[src/rtl/multicycle_ctrl.sv]
// Multicycle IF/ID/EX/MEM/WB control unit for the RV32I-subset datapath.
// Adds a memory-ready handshake, optional MEM skipping, BNE, illegal detection and a retire pulse.
module multicycle_ctrl #(
  parameter bit SKIP_MEM      = 1'b1,
  parameter bit SUPPORT_BNE   = 1'b1,
  parameter bit MEM_HANDSHAKE = 1'b1
) (
  input  logic        clk,
  input  logic        rst,
  input  logic [31:0] instr,
  input  logic        Zero,
  input  logic        mem_ready,
  output logic        PCSrc,
  output logic        ALUSrc,
  output logic        RegWrite,
  output logic        MemToReg,
  output logic [3:0]  ALUCtrl,
  output logic        loadPC,
  output logic        MemRead,
  output logic        MemWrite,
  output logic        illegal_instr,
  output logic        instr_retired,
  output logic [2:0]  fsm_state
);

  localparam logic [6:0] OpR      = 7'b0110011;
  localparam logic [6:0] OpI      = 7'b0010011;
  localparam logic [6:0] OpLoad   = 7'b0000011;
  localparam logic [6:0] OpStore  = 7'b0100011;
  localparam logic [6:0] OpBranch = 7'b1100011;

  localparam logic [3:0] AluAnd = 4'b0000;
  localparam logic [3:0] AluOr  = 4'b0001;
  localparam logic [3:0] AluAdd = 4'b0010;
  localparam logic [3:0] AluSub = 4'b0110;
  localparam logic [3:0] AluSlt = 4'b0111;
  localparam logic [3:0] AluSrl = 4'b1000;
  localparam logic [3:0] AluSll = 4'b1001;
  localparam logic [3:0] AluSra = 4'b1010;
  localparam logic [3:0] AluXor = 4'b1101;

  typedef enum logic [2:0] {
    StIf  = 3'b000,
    StId  = 3'b001,
    StEx  = 3'b010,
    StMem = 3'b011,
    StWb  = 3'b100
  } state_e;

  state_e state_q, state_d;
  logic   illegal_q;

  // ---------------------------------------------------------------------------
  // Decode
  // ---------------------------------------------------------------------------
  logic [6:0] opcode;
  logic [2:0] funct3;
  logic       is_r, is_i, is_lw, is_sw, is_beq, is_bne, is_mem, legal;
  logic       unused_instr;

  assign opcode = instr[6:0];
  assign funct3 = instr[14:12];

  assign is_r   = (opcode == OpR);
  assign is_i   = (opcode == OpI);
  assign is_lw  = (opcode == OpLoad)   && (funct3 == 3'b010);
  assign is_sw  = (opcode == OpStore)  && (funct3 == 3'b010);
  assign is_beq = (opcode == OpBranch) && (funct3 == 3'b000);
  assign is_bne = SUPPORT_BNE && (opcode == OpBranch) && (funct3 == 3'b001);
  assign is_mem = is_lw || is_sw;
  assign legal  = is_r || is_i || is_lw || is_sw || is_beq || is_bne;

  // Register indices and immediates are the datapath's business, not ours.
  assign unused_instr = ^{instr[31], instr[29:15], instr[11:7]};

  function automatic logic [3:0] alu_op(input logic [2:0] f3, input logic alt);
    logic [3:0] op;
    case (f3)
      3'b000:  op = alt ? AluSub : AluAdd;
      3'b001:  op = AluSll;
      3'b010:  op = AluSlt;
      3'b100:  op = AluXor;
      3'b101:  op = alt ? AluSra : AluSrl;
      3'b110:  op = AluOr;
      3'b111:  op = AluAnd;
      default: op = AluAdd;
    endcase
    return op;
  endfunction

  always_comb begin
    ALUCtrl = AluAdd;
    if (is_r) begin
      ALUCtrl = alu_op(funct3, instr[30]);
    end else if (is_i) begin
      // addi has no subtract form; instr[30] is immediate data there
      ALUCtrl = (funct3 == 3'b000) ? AluAdd : alu_op(funct3, instr[30]);
    end else if (is_beq || is_bne) begin
      ALUCtrl = AluSub;
    end
  end

  assign ALUSrc   = is_i || is_lw || is_sw;
  assign MemToReg = is_lw;

  // ---------------------------------------------------------------------------
  // FSM: state register
  // ---------------------------------------------------------------------------
  always_ff @(posedge clk or posedge rst) begin
    if (rst) begin
      state_q <= StIf;
    end else begin
      state_q <= state_d;
    end
  end

  // ---------------------------------------------------------------------------
  // FSM: next state
  // ---------------------------------------------------------------------------
  always_comb begin
    state_d = state_q;
    case (state_q)
      StIf: state_d = StId;
      StId: state_d = StEx;
      StEx: state_d = (is_mem || !SKIP_MEM) ? StMem : StWb;
      StMem: begin
        if (!MEM_HANDSHAKE || mem_ready) begin
          state_d = StWb;
        end
      end
      StWb:    state_d = StIf;
      default: state_d = StIf;
    endcase
  end

  // ---------------------------------------------------------------------------
  // FSM: outputs, decoded from the registered state only
  // ---------------------------------------------------------------------------
  always_comb begin
    PCSrc         = 1'b0;
    RegWrite      = 1'b0;
    loadPC        = 1'b0;
    MemRead       = 1'b0;
    MemWrite      = 1'b0;
    instr_retired = 1'b0;
    case (state_q)
      StMem: begin
        MemRead  = is_lw;
        MemWrite = is_sw;
      end
      StWb: begin
        loadPC        = 1'b1;
        RegWrite      = is_r || is_i || is_lw;
        PCSrc         = (is_beq && Zero) || (is_bne && !Zero);
        instr_retired = 1'b1;
      end
      default: ;
    endcase
  end

  // Sticky illegal flag, latched as the offending instruction retires.
  always_ff @(posedge clk or posedge rst) begin
    if (rst) begin
      illegal_q <= 1'b0;
    end else if ((state_q == StWb) && !legal) begin
      illegal_q <= 1'b1;
    end
  end

  assign illegal_instr = illegal_q;
  assign fsm_state     = state_q;

endmodule

[config.mk]
export PLATFORM = sky130hd
export DESIGN_NAME = multicycle_ctrl
export DESIGN_NICKNAME = d
export VERILOG_FILES = /design/src/rtl/multicycle_ctrl.sv
export SDC_FILE = /design/constraint.sdc
export NUM_CORES = 1
export LEC_CHECK = 0
export ABC_CLOCK_PERIOD_IN_PS = 1750
export BUFFER_PORTS_ARGS = -buffer_cell sky130_fd_sc_hd__buf_2
export CAP_MARGIN = 20
export CORE_AREA = 8 8 47 49
export DETAILED_ROUTE_END_ITERATION = 7
export DIE_AREA = 0 0 55 57
export GPL_ROUTABILITY_DRIVEN = 0
export PLACE_DENSITY = 0.75
export SLEW_MARGIN = 15
export SYNTH_ARGS = -nofsm -noshare
export SYNTH_HDL_FRONTEND = slang
export SYNTH_SLANG_ARGS = --single-unit
[constraint.sdc]
create_clock -name clk -period 1.75 [get_ports clk]
set_input_delay 0.2625 -clock clk [delete_from_list [all_inputs] [get_ports clk]]
set_output_delay 0.2625 -clock clk [all_outputs]
set_load 0.01 [all_outputs]
==> load_flow_metrics.sql <==
INSERT INTO impl_metrics (metric_group, metric, value, unit) VALUES
('setup_path', 'max_stage_delay', '0.51', 'ns'),
('power', 'switching_power', '0.256', 'mW'),
('routing', 'ratio_of_routed_vias_to_standard_cells', '4.96', ''),
('final_layout', 'layout.cells.most_common', 'sky130_fd_sc_hd__buf_2', ''),
('synthesis', 'synth.largest_area_cell', 'sky130_fd_sc_hd__dfrtp_1', ''),
('floorplan', 'placementRows', '15', ''),
('synthesis', 'syn_area', '457', 'sq um'),
('timing', 'finalSetupViolations', '5', ''),
('routing', 'first_pass_iters', '4', ''),
('timing', 'timing.slew.headroom', '74.3', '%'),
('clock_tree', 'clk_path_buf_depth', '2', ''),
('final_layout', 'final_layout_size_suffix_gt1_share', '60.6', '%'),
('timing', 'finalWorstPathRequiredPeriod', '1.81', 'ns'),
('floorplan', 'die_height', '57', 'microns'),
('power', 'leakage', '0.393', 'nW'),
('floorplan', 'core_area', '1580', 'sq um'),
('grt', 'track_usage', '10.5', '%'),
('grt', 'grt_start_max_net_pins', '10', ''),
('synthesis', 'synth-seq-area-share', '21.9', '%'),
('power', 'power_frac_seq', '21.5', '%'),
('grt', 'grt.overflow.total', '0', ''),
('timing', 'timing.clock.skew', '0.00928', 'ns'),
('floorplan', 'io_pins', '52', ''),
('setup_path', 'crit_fanout', '3', ''),
('clock_tree', 'insertion_delay', '0.24', 'ns'),
('clock_tree', 'ctsRootBufferMaster', 'sky130_fd_sc_hd__clkbuf_4', ''),
('clock_tree', 'cts_tree', 'done', ''),
('timing', 'achievable-frequency', '553', 'MHz'),
('clock_tree', 'clk_pin_slew_worst_paths', '0.04', 'ns'),
('run', 'cap_violations', '0', ''),
('synthesis', 'mean_cell_area_of_the_mapped_netlist', '8.46', 'sq um'),
('synthesis', 'instance_count_of_the_mapped_netlist', '54', ''),
('floorplan', 'initial_core_util', '29.0', '%'),
('setup_path', 'cpLargestDelayFamily', 'simple AND/OR/NAND/NOR gates', ''),
('power', 'peakVddDrop', '274', 'uV'),
('power', 'post-layout-total-power', '0.645', 'mW'),
('timing', 'setup_repair_after_global_routing_missed_its_margin', 'yes', ''),
('placed_design', 'dp_hpwl', '1270', 'microns'),
('power', 'power.switching_fraction', '39.7', '%'),
('power', 'p_clk_share', '18.4', '%'),
('clock_tree', 'tritoncts.num_buffers', '3', ''),
('setup_path', 'path_cells', 'buf_8, buf_6, or4b_4, or2_4, nor3_2, buf_2', ''),
('synthesis', 'synth-seq-cells', '4', ''),
('power', 'cellPowerDensity', '810', 'nW/um^2'),
('grt', 'via_count_of_the_first_global_routing_pass', '609', ''),
('timing', 'timing_max_transition_violations_final', '0', ''),
('floorplan', 'die_area', '3140', 'sq um'),
('final_layout', 'layout.cells.most_common_list', '28 x sky130_fd_sc_hd__buf_2, 14 x sky130_fd_sc_hd__buf_4, 5 x sky130_fd_sc_hd__nor2_1', ''),
('floorplan', 'die_width', '55', 'microns'),
('status', 'outcome', 'finished, violations left', ''),
('setup_path', 'path_buf_inv', '3', ''),
('grt', 'antenna_found_initial', '0', ''),
('routing', 'detail_route.drc_violations', '0', ''),
('final_layout', 'diodes', '0', ''),
('setup_path', 'startpoint_type', 'input port', ''),
('timing', 'fin_worst_hold_slack', '0.385', 'ns'),
('clock_tree', 'number_of_h_tree_branching_levels', '1', ''),
('setup_path', 'worstSetupPathType', 'in2out', ''),
('timing', 'final_critical_path_share_of_the_clock_period', '103', '%'),
('synthesis', 'async_flop_share', '100', '%'),
('timing', 'postLayoutSetupSlackWorst', '-0.0583', 'ns'),
('setup_path', 'critPathCaptureType', 'output port', ''),
('routing', 'post_drt_wl_per_cell', '13.3', 'microns'),
('timing', 'slew_worst_pin', '0.385', 'ns'),
('hold_path', 'min-delay-path-class', 'in2reg', ''),
('placed_design', 'port-buffer-count', '30', ''),
('routing', 'postRouteAntennaNets', '0', ''),
('synthesis', 'syn-num-nets', '90', ''),
('routing', 'route.vias.total', '575', ''),
('status', 'violated_checks', 'setup timing', ''),
('synthesis', 'synth_area_leaders', 'sky130_fd_sc_hd__dfrtp_1 22%, sky130_fd_sc_hd__o41ai_4 6.0%, sky130_fd_sc_hd__nor3_2 4.4%', '');
-- layout make-up --
| cell class | count | area, sq um |
|---|---|---|
| fill | 160 | 781 |
| timing repair buffer | 46 | 293 |
| inverter | 3 | 11.3 |
| sequential | 4 | 100 |
| tap | 17 | 21.3 |
| clock buffer | 3 | 22.5 |
| multi-input combinational | 43 | 348 |
-- registers in the layout, summed over array words and instances (netlist names) --
name / count
fsm_state: 3
illegal_instr: 1
-- layer usage --
| layer | global-route usage [%] | vias to the layer above | part of all wire (%) |
|---|---|---|---|
| met5 | 0 | - | 0 |
| met4 | 6.19 | 0 | 3.1 |
| met3 | 3.12 | 5 | 9.2 |
| met2 | 17.0 | 24 | 49 |
| met1 | 11.4 | 254 | 39 |
| li1 | - | 292 | - |
-- through the flow --
| stage | instances | setup WS [ns] | setup TNS (ns) |
|---|---|---|---|
| after floorplan | 54 | 0.0113 | 0 |
| after global placement | 111 | -0.143 | -0.682 |
| after detailed placement | 111 | -0.159 | -0.822 |
| after CTS | 115 | -0.0980 | -0.461 |
| after global routing | 116 | -0.0944 | -0.417 |
| final | 116 | -0.0583 | -0.141 |
-- worst register-to-register path, stage by stage, from the launching register on --
cell and delay (ns):
sky130_fd_sc_hd__dfrtp_1 0.37, sky130_fd_sc_hd__buf_4 0.17, sky130_fd_sc_hd__nor3b_1 0.36, sky130_fd_sc_hd__o21ai_1 0.12, sky130_fd_sc_hd__o21ai_1 0.13
-- path summary, 6_finish.rpt --
| path | from | endpoint | slack, ns | cells after the start |
|---|---|---|---|---|
| max in group asynchronous | rst | fsm_state[1] | 1.15 | 3 |
| setup / recovery | instr[14] | PCSrc | -0.06 | 6 |
| hold / removal | mem_ready | fsm_state[2] | 0.38 | 3 |
| min in group asynchronous | rst | fsm_state[2] | 0.44 | 3 |
| setup reg to reg | fsm_state[0] | illegal_instr | 0.52 | 4 |
| hold reg to reg | illegal_instr | illegal_instr | 0.48 | 2 |
-- power groups by stage --
stage	combinational, mW	clock, mW	sequential (mW)
finish	0.387	0.119	0.139
floorplan	0.189	0	0.178
CTS	0.383	0.123	0.139
global route	0.424	0.128	0.144
detailed placement	0.376	0	0.139
global placement	0.366	0	0.138
-- cell usage after synthesis (all sizes together) (2+ instances only) --
master  number
o21ai        2
a21oi        3
or4b         3
inv          3
buf          2
nand2b       2
nand3b       2
nor2         5
nor3         4
nand2        3
or3          2
clkbuf       2
dfrtp        4
-- cell families after synthesis --
family	share of synthesized area (%)
AND/OR/NAND/NOR	40.3
AO/OA/AOI/OAI	25.8
buffers and inverters	8.22
flip-flops	21.9
XOR/XNOR	3.84
-- timing repair --
action,4_1_cts,5_1_grt
buffers inserted,0,1
resized for setup,5,6
hold buffers,1,0
endpoints found under the hold margin,4,0
endpoints found under the setup margin,6,6
pin swaps,8,5
Power figures use the tool's default switching activity.
